--- src/rtl/mcu_subsys_bus_decoder_if.sv ---
// Purpose : native memory bus bundle (request valid/addr/wdata/wstrb, response ready/rdata)
//           shared by the CPU port and both downstream slave ports of the bus decoder.
// Ports   : valid, addr[31:0], wdata[31:0], wstrb[3:0] flow master->slave; ready, rdata[31:0] flow back.
//           wstrb == 0 marks a read. ready is a one-cycle completion pulse, rdata valid with it.
interface mcu_subsys_bus_decoder_if;
  logic        valid;
  logic        ready;
  logic [31:0] addr;
  logic [31:0] wdata;
  logic [3:0]  wstrb;
  logic [31:0] rdata;

  modport master (output valid, addr, wdata, wstrb, input  ready, rdata);
  modport slave  (input  valid, addr, wdata, wstrb, output ready, rdata);
endinterface

--- src/rtl/mcu_subsys_bus_decoder.sv ---
// Purpose : decodes CPU native-bus requests to the SRAM window, the peripheral window or unmapped,
//           forwards to exactly one slave and returns its response; sticky error capture.
// Ports   : clk, rst_n (async, active-low); cpu (slave side of CPU bus); sram, per (master side
//           towards slaves; sram.addr carries a word index); err_clr in; bus_err, err_addr out.
// Latency : SRAM 3 cycles, unmapped 1 cycle, peripheral 2 + slave ready latency (valid to ready).
// Config  : define MCU_BUS_TIMEOUT_EN to abort a slave wait after TIMEOUT_CYCLES cycles.
module mcu_subsys_bus_decoder #(
  parameter logic [31:0] SRAM_BASE      = 32'h0000_0000,
  parameter int unsigned SRAM_BYTES     = 1024,
  parameter logic [31:0] PER_BASE       = 32'h8000_0000,
  parameter logic [31:0] PER_BYTES      = 32'h1000_0000,
  parameter int unsigned TIMEOUT_CYCLES = 255,
  parameter logic [31:0] ERR_RDATA      = 32'hDEAD_BEEF
) (
  input  logic                            clk,
  input  logic                            rst_n,
  mcu_subsys_bus_decoder_if.slave         cpu,
  mcu_subsys_bus_decoder_if.master        sram,
  mcu_subsys_bus_decoder_if.master        per,
  input  logic                            err_clr,
  output logic                            bus_err,
  output logic [31:0]                     err_addr
);

  if (SRAM_BYTES < 4 || TIMEOUT_CYCLES < 2) begin : g_param_check
    $error("mcu_subsys_bus_decoder: SRAM_BYTES must be >= 4 and TIMEOUT_CYCLES >= 2");
  end

  localparam logic [31:0] SRAM_MASK = 32'(SRAM_BYTES - 1);
  localparam logic [31:0] PER_MASK  = PER_BYTES - 32'd1;

  typedef enum logic [2:0] {IDLE, SRAM_WAIT, PER_WAIT, ERR, TURN} state_e;

  state_e      state_q, state_d;
  logic        rdy_q, rdy_d;
  logic [31:0] rdata_q, rdata_d;
  logic        sram_vld_q, sram_vld_d;
  logic [31:0] sram_addr_q, sram_addr_d;
  logic [31:0] sram_wdata_q, sram_wdata_d;
  logic [3:0]  sram_wstrb_q, sram_wstrb_d;
  logic        per_vld_q, per_vld_d;
  logic [31:0] per_addr_q, per_addr_d;
  logic [31:0] per_wdata_q, per_wdata_d;
  logic [3:0]  per_wstrb_q, per_wstrb_d;
  logic        bus_err_q, bus_err_d;
  logic [31:0] err_addr_q, err_addr_d;
  // Byte address of the request in flight; sram_addr only holds a word index, and a timeout
  // must still report the byte address.
  logic [31:0] req_addr_q, req_addr_d;

  logic        hit_sram, hit_per;
  logic        slv_rdy;
  logic [31:0] slv_rdata;

  // Bases are aligned to their sizes, so a masked compare is an exact window test.
  assign hit_sram  = (cpu.addr & ~SRAM_MASK) == SRAM_BASE;
  assign hit_per   = (cpu.addr & ~PER_MASK) == PER_BASE;
  assign slv_rdy   = (state_q == SRAM_WAIT) ? sram.ready : per.ready;
  assign slv_rdata = (state_q == SRAM_WAIT) ? sram.rdata : per.rdata;

`ifdef MCU_BUS_TIMEOUT_EN
  localparam int CNT_W = $clog2(TIMEOUT_CYCLES + 1);
  logic [CNT_W-1:0] cnt_q, cnt_d;

  always_ff @(posedge clk or negedge rst_n) begin
    if (!rst_n) cnt_q <= '0;
    else        cnt_q <= cnt_d;
  end
`endif

  always_ff @(posedge clk or negedge rst_n) begin
    if (!rst_n) begin
      state_q      <= IDLE;
      rdy_q        <= 1'b0;
      rdata_q      <= '0;
      sram_vld_q   <= 1'b0;
      sram_addr_q  <= '0;
      sram_wdata_q <= '0;
      sram_wstrb_q <= '0;
      per_vld_q    <= 1'b0;
      per_addr_q   <= '0;
      per_wdata_q  <= '0;
      per_wstrb_q  <= '0;
      bus_err_q    <= 1'b0;
      err_addr_q   <= '0;
      req_addr_q   <= '0;
    end else begin
      state_q      <= state_d;
      rdy_q        <= rdy_d;
      rdata_q      <= rdata_d;
      sram_vld_q   <= sram_vld_d;
      sram_addr_q  <= sram_addr_d;
      sram_wdata_q <= sram_wdata_d;
      sram_wstrb_q <= sram_wstrb_d;
      per_vld_q    <= per_vld_d;
      per_addr_q   <= per_addr_d;
      per_wdata_q  <= per_wdata_d;
      per_wstrb_q  <= per_wstrb_d;
      bus_err_q    <= bus_err_d;
      err_addr_q   <= err_addr_d;
      req_addr_q   <= req_addr_d;
    end
  end

  always_comb begin
    state_d      = state_q;
    rdy_d        = 1'b0;
    rdata_d      = rdata_q;
    sram_vld_d   = sram_vld_q;
    sram_addr_d  = sram_addr_q;
    sram_wdata_d = sram_wdata_q;
    sram_wstrb_d = sram_wstrb_q;
    per_vld_d    = per_vld_q;
    per_addr_d   = per_addr_q;
    per_wdata_d  = per_wdata_q;
    per_wstrb_d  = per_wstrb_q;
    // A clear and a new error in the same cycle: the error assignment below overrides.
    bus_err_d    = err_clr ? 1'b0 : bus_err_q;
    err_addr_d   = err_addr_q;
    req_addr_d   = req_addr_q;
`ifdef MCU_BUS_TIMEOUT_EN
    cnt_d        = '0;
`endif

    unique case (state_q)
      IDLE: begin
        if (cpu.valid) begin
          req_addr_d = cpu.addr;
          if (hit_sram) begin
            sram_vld_d   = 1'b1;
            sram_addr_d  = (cpu.addr & SRAM_MASK) >> 2;
            sram_wdata_d = cpu.wdata;
            sram_wstrb_d = cpu.wstrb;
            state_d      = SRAM_WAIT;
          end else if (hit_per) begin
            per_vld_d    = 1'b1;
            per_addr_d   = cpu.addr;
            per_wdata_d  = cpu.wdata;
            per_wstrb_d  = cpu.wstrb;
            state_d      = PER_WAIT;
          end else begin
            // Unmapped: answer straight away; the ERR cycle is the one presenting the response.
            rdy_d      = 1'b1;
            rdata_d    = ERR_RDATA;
            bus_err_d  = 1'b1;
            err_addr_d = cpu.addr;
            state_d    = ERR;
          end
        end
      end
      SRAM_WAIT, PER_WAIT: begin
        if (slv_rdy) begin
          rdy_d      = 1'b1;
          rdata_d    = slv_rdata;
          sram_vld_d = 1'b0;
          per_vld_d  = 1'b0;
          state_d    = TURN;
        end
`ifdef MCU_BUS_TIMEOUT_EN
        else if (cnt_q == CNT_W'(TIMEOUT_CYCLES - 1)) begin
          rdy_d      = 1'b1;
          rdata_d    = ERR_RDATA;
          sram_vld_d = 1'b0;
          per_vld_d  = 1'b0;
          bus_err_d  = 1'b1;
          err_addr_d = req_addr_q;
          state_d    = TURN;
        end else begin
          cnt_d = cnt_q + 1'b1;
        end
`endif
      end
      ERR:     state_d = TURN;
      // The CPU still holds valid here and SRAM ready may be a stale repeat; ignore both.
      TURN:    state_d = IDLE;
      default: state_d = IDLE;
    endcase
  end

  assign cpu.ready  = rdy_q;
  assign cpu.rdata  = rdata_q;
  assign sram.valid = sram_vld_q;
  assign sram.addr  = sram_addr_q;
  assign sram.wdata = sram_wdata_q;
  assign sram.wstrb = sram_wstrb_q;
  assign per.valid  = per_vld_q;
  assign per.addr   = per_addr_q;
  assign per.wdata  = per_wdata_q;
  assign per.wstrb  = per_wstrb_q;
  assign bus_err    = bus_err_q;
  assign err_addr   = err_addr_q;

endmodule
--- src/flat_wrapper.sv ---
// flat-port wrapper written by rule: the top's interface ports become plain ports
module mcu_subsys_bus_decoder_flat 
#(
  parameter logic [31:0] SRAM_BASE      = 32'h0000_0000,
  parameter int unsigned SRAM_BYTES     = 1024,
  parameter logic [31:0] PER_BASE       = 32'h8000_0000,
  parameter logic [31:0] PER_BYTES      = 32'h1000_0000,
  parameter int unsigned TIMEOUT_CYCLES = 255,
  parameter logic [31:0] ERR_RDATA      = 32'hDEAD_BEEF
)
  (clk, rst_n, err_clr, bus_err, err_addr, cpu_valid, cpu_addr, cpu_wdata, cpu_wstrb, cpu_ready, cpu_rdata, sram_valid, sram_addr, sram_wdata, sram_wstrb, sram_ready, sram_rdata, per_valid, per_addr, per_wdata, per_wstrb, per_ready, per_rdata);
  mcu_subsys_bus_decoder_if cpu_i ();
  mcu_subsys_bus_decoder_if sram_i ();
  mcu_subsys_bus_decoder_if per_i ();
  input  logic clk;
  input  logic rst_n;
  input  logic err_clr;
  output logic bus_err;
  output logic [31:0] err_addr;
  input wire logic [$bits(cpu_i.valid)-1:0] cpu_valid;
  input wire logic [$bits(cpu_i.addr)-1:0] cpu_addr;
  input wire logic [$bits(cpu_i.wdata)-1:0] cpu_wdata;
  input wire logic [$bits(cpu_i.wstrb)-1:0] cpu_wstrb;
  output wire logic [$bits(cpu_i.ready)-1:0] cpu_ready;
  output wire logic [$bits(cpu_i.rdata)-1:0] cpu_rdata;
  output wire logic [$bits(sram_i.valid)-1:0] sram_valid;
  output wire logic [$bits(sram_i.addr)-1:0] sram_addr;
  output wire logic [$bits(sram_i.wdata)-1:0] sram_wdata;
  output wire logic [$bits(sram_i.wstrb)-1:0] sram_wstrb;
  input wire logic [$bits(sram_i.ready)-1:0] sram_ready;
  input wire logic [$bits(sram_i.rdata)-1:0] sram_rdata;
  output wire logic [$bits(per_i.valid)-1:0] per_valid;
  output wire logic [$bits(per_i.addr)-1:0] per_addr;
  output wire logic [$bits(per_i.wdata)-1:0] per_wdata;
  output wire logic [$bits(per_i.wstrb)-1:0] per_wstrb;
  input wire logic [$bits(per_i.ready)-1:0] per_ready;
  input wire logic [$bits(per_i.rdata)-1:0] per_rdata;
  assign cpu_i.valid = cpu_valid;
  assign cpu_i.addr = cpu_addr;
  assign cpu_i.wdata = cpu_wdata;
  assign cpu_i.wstrb = cpu_wstrb;
  assign cpu_ready = cpu_i.ready;
  assign cpu_rdata = cpu_i.rdata;
  assign sram_valid = sram_i.valid;
  assign sram_addr = sram_i.addr;
  assign sram_wdata = sram_i.wdata;
  assign sram_wstrb = sram_i.wstrb;
  assign sram_i.ready = sram_ready;
  assign sram_i.rdata = sram_rdata;
  assign per_valid = per_i.valid;
  assign per_addr = per_i.addr;
  assign per_wdata = per_i.wdata;
  assign per_wstrb = per_i.wstrb;
  assign per_i.ready = per_ready;
  assign per_i.rdata = per_rdata;
  mcu_subsys_bus_decoder #(.SRAM_BASE(SRAM_BASE), .SRAM_BYTES(SRAM_BYTES), .PER_BASE(PER_BASE), .PER_BYTES(PER_BYTES), .TIMEOUT_CYCLES(TIMEOUT_CYCLES), .ERR_RDATA(ERR_RDATA)) u_core (.clk(clk), .rst_n(rst_n), .cpu(cpu_i), .sram(sram_i), .per(per_i), .err_clr(err_clr), .bus_err(bus_err), .err_addr(err_addr));
endmodule
--- config.mk ---
export PLATFORM = sky130hd
export DESIGN_NAME = mcu_subsys_bus_decoder_flat
export DESIGN_NICKNAME = d
export VERILOG_FILES = /design/src/rtl/mcu_subsys_bus_decoder_if.sv /design/src/rtl/mcu_subsys_bus_decoder.sv /design/src/flat_wrapper.sv
export SDC_FILE = /design/constraint.sdc
export NUM_CORES = 1
export LEC_CHECK = 0
export ABC_AREA = 1
export BUFFER_PORTS_ARGS = -buffer_cell sky130_fd_sc_hd__buf_4
export CORE_MARGIN = 3
export CORE_UTILIZATION = 40
export CTS_CLUSTER_SIZE = 14
export DETAILED_ROUTE_END_ITERATION = 16
export PLACE_DENSITY = 0.73
export REMOVE_ABC_BUFFERS = 1
export SLEW_MARGIN = 15
export SYNTH_ARGS = -nofsm -noshare
export SYNTH_HDL_FRONTEND = slang
export SYNTH_SLANG_ARGS = --single-unit
--- constraint.sdc ---
create_clock -name clk -period 1.6 [get_ports clk]
set_input_delay 0.16 -clock clk [delete_from_list [all_inputs] [get_ports clk]]
set_output_delay 0.16 -clock clk [all_outputs]
set_load 0.05 [all_outputs]
==> results.md <==
* Synth Area in XOR/XNOR at 0%
* Root Buffer: clkbuf_16
* Global route hottest layer: met2
* Final Max Slew Viols at 0
* Crit share post-route at 101%
* Hold EP: u_core.per.addr[1]
* Count of final hold-check violations at 0
* Total number of yosys warnings at 0
* Worst clock skew at roughly 0.0099 ns
* WS Path Type: flip-flop to flip-flop
* Final worst setup slack at -0.0101 ns
* Final setup viols at 12
* Hold_sp: cpu_addr[1]
* Final Core Density at around 64%
* Initial antenna violation count at 0
* Reg2reg path depth at 9
* Highest-delay cell along the critical path: dfrtp_1
* Adder-Cell Fraction of Synth Area at 0%
* Netlist cell types at 24
* Port bufs at 317
* Reg2Reg Setup Slack at -0.01 ns
* Drt drc at 0
* Multi-input combinational cell area at 2630 µm²
* Post-Synthesis Cell Area at 7850 µm²
* CTS max path bufs at 2
* Crit-path most repeated cell: nor2_4
* Largest net degree at the start of global routing at 48
* Die Width at roughly 150 µm
* Clock transition at the registers of the reported paths at approximately 0.070 ns
* H-tree levels at 4
* Max Clk Rate at approximately 0.62 GHz
* Multiplexer share of the synthesized area at 0%
* FF/Latch Area at 4580 µm²
* Global routing met2 resource utilization at 37.2%
* LEAKAGE at 6.73 nW
* Starting Density at about 41%
* Gpl congestion at ~0.8
* Cts bufs inserted at 17
* Largest area contributor in the netlist: dfrtp_1
* Worst setup EP type: flip-flop
* Initial DRC Count at approximately 350
* Vias at approximately 7,500
* Reg2reg start: u_core.state_q[1]
* CTS tree: done
* Top-area cell type share of the netlist area at roughly 58%
* Worst skew pair latency at between 0.4 and 0.5 ns
* RSZ-0062 raised after global routing: yes
* HPWL after DPL at 16,300 µm
* Hold path depth at 3
* Mapped Cells at just over 900
* Outcome: finished, violations left
* Crit path cell chain: nor2_1 -> inv_2 -> nor2_4 -> inv_4 -> nor2_4 -> nand3_4 -> buf_12 -> nand2_1 -> o21ai_1
* Final ANT Viol Nets at 0
* Routed WL at roughly 25,000 µm
* Synthesized area per cell at 8.60 µm²
* Die Area at approximately 21,000 µm²
* PwrDens at roughly 2100 nW/µm²
* Number of global-route vias before repair at approximately 7,300
* Startpoint Class: flip-flop
* Capture point of the worst reg-to-reg path: u_core.per.wdata[9]
* Grt met1 use at 26.4%
* First-pass GRT wire length at 37,600 µm
* Post-synthesis sequential area ratio at about three fifths
* Worst EP arrival at just under 2 ns
* Crit-path leading delay family: simple AND/OR/NAND/NOR gates
* Die Ht at between 100 and 150 µm
* Total of max-cap violations at 0
* FP Rows at 50
* Peak VDD IR at 1010 µV
* Synth top area cells: dfrtp_1 58%, nand2_1 18%, o21ai_1 4.1%
* Met3 Use GR at roughly 5.0%
* Critical path buffer and inverter count at 3
* Post-synthesis compound-gate area fraction at under 10%
* Final nets at about 1,400
* Simple-gate share of the synthesized area at between 20% and 30%
* Yosys reg bits at 183
* Crit-path max cell delay at roughly 0.43 ns
* Remaining global-route overflow at 0
* Vias/cell at between 4 and 5
* Post-DR wirelength/cell at 16.1 µm
* HP Class: input pin to flip-flop
* Clock sinks at about 180
* Area grow syn2layout at 54.5%
* Total core area at 19,000 µm²
* Largest family of logic cells by synthesized area: simple AND/OR/NAND/NOR gates
* Filler cell count at 1,593
* Tot GR Track Use at a little over a fifth
* Min Tclk post-route at roughly 1.6 ns
* Pre-CTS setup slack at 0.0136 ns
* Ant diodes at 0
* Io pins at 342
* CP Data Required Time at roughly 1.9 ns
* Final Power at roughly 0.026 W
* DRT Pass-1 Iters at 5
* Failing checks: negative setup slack
* CP max FO at 47
* Layout cells sized above 1 at ~32%
-- Yosys cell counts, drive strengths merged --
master / number
o21ai: 99
buf: 57
clkbuf: 13
dfrtp: 183
a21oi: 9
nand3: 63
nor3: 1
nand2: 381
conb: 1
inv: 84
o22ai: 1
nor2: 20
nand4: 1
-- layout by cell type (no fill, tap or decap), types with 3 or more instances in the layout --
cell type,synthesis,final
nand2_1,379,373
buf_4,27,333
dfrtp_1,183,183
inv_1,81,81
o21ai_1,65,69
nand3_1,59,59
dlygate4sd3_1,0,59
o21ai_0,29,24
conb_1,1,24
clkbuf_16,0,23
buf_12,0,13
nor2_1,17,12
buf_6,16,9
a21oi_1,9,8
nor2_4,2,6
o21ai_2,5,6
nand2_2,2,5
bufinv_16,0,4
nand3_4,1,3
nand2_4,0,3
inv_8,0,3
-- through the flow --
step | cell area, µm² | instances | hold slack [ns] | setup TNS (ns)
after detailed placement | 10500 | 1472 | 0.139 | 0
after CTS | 11800 | 1565 | 0.000465 | 0
after global routing | 12100 | 1580 | 0.0202 | -8.48
after global placement | 10500 | 1472 | 0.135 | 0
after floorplan | 7440 | 866 | -0.136 | -126.28
final | 12100 | 1580 | 0.0225 | -0.0564
-- metal layers --
metal | share of wire (%) | routed length (µm)
met2 | 50 | 12600
met3 | 6.4 | 1630
met1 | 41 | 10400
met5 | 0 | 0
met4 | 3.0 | 761
-- final cells by class --
type	count	share of cell area (%)
clock inverters	13	1.74
well taps	260	2.68
flip-flops and latches	183	37.7
clock buffers	19	3.65
repair buffers	422	29.9
multi-input cells	599	21.7
inverters	84	2.62
-- power breakdown --
group | total (W) | internal, W | switching (W)
Sequential | 0.00726 | 0.00630 | 0.000961
Combinational | 0.0137 | 0.00414 | 0.00956
Clock | 0.00463 | 0.00272 | 0.00192
-- cell families (layout without fill, tap and decap cells) --
kind of cell / Yosys count / in the layout
simple gates: 466 / 466
flops: 183 / 183
buf+inv: 154 / 538
compound gates: 109 / 109
other cells: 1 / 24
-- registers in the layout, indices dropped and copies added, names as in the netlist --
register,cells
u_core.cpu.ready,1
u_core.per.addr,32
u_core.sram.wstrb,4
u_core.sram.valid,1
u_core.state_q,3
u_core.sram.wdata,32
u_core.bus_err,1
u_core.per.wdata,32
u_core.cpu.rdata,32
u_core.sram.addr,8
u_core.per.valid,1
u_core.err_addr,32
u_core.per.wstrb,4
-- worst max-delay path by stage --
stage / from / end / slack [ns] / cells past startpoint
after floorplan: u_core.state_q[0] / u_core.per.wdata[0] / -1.26 / 7
after global placement: cpu_addr[23] / u_core.sram.addr[6] / 0.04 / 9
after detailed placement: u_core.state_q[0] / u_core.per.wstrb[3] / 0.01 / 9
after CTS: cpu_addr[14] / u_core.sram.wstrb[0] / 0.01 / 10
after global routing: u_core.state_q[1] / u_core.err_addr[16] / -0.11 / 9
final: u_core.state_q[1] / u_core.per.wdata[9] / -0.01 / 9
-- tightest hold or removal path, cell delays in order --
cell and delay, ns:
buf_4 0.10, inv_1 0.07, o21ai_1 0.07
-- repair_timing --
action	CTS	global route
endpoints found under the hold margin	141	0
cloned	0	12
endpoints found under the setup margin	2	178
gates resized for setup	1	36
hold buffers	61	0
pin swaps	1	2
buffers inserted	0	3
Note: power is estimated with default switching activity, not from simulation.
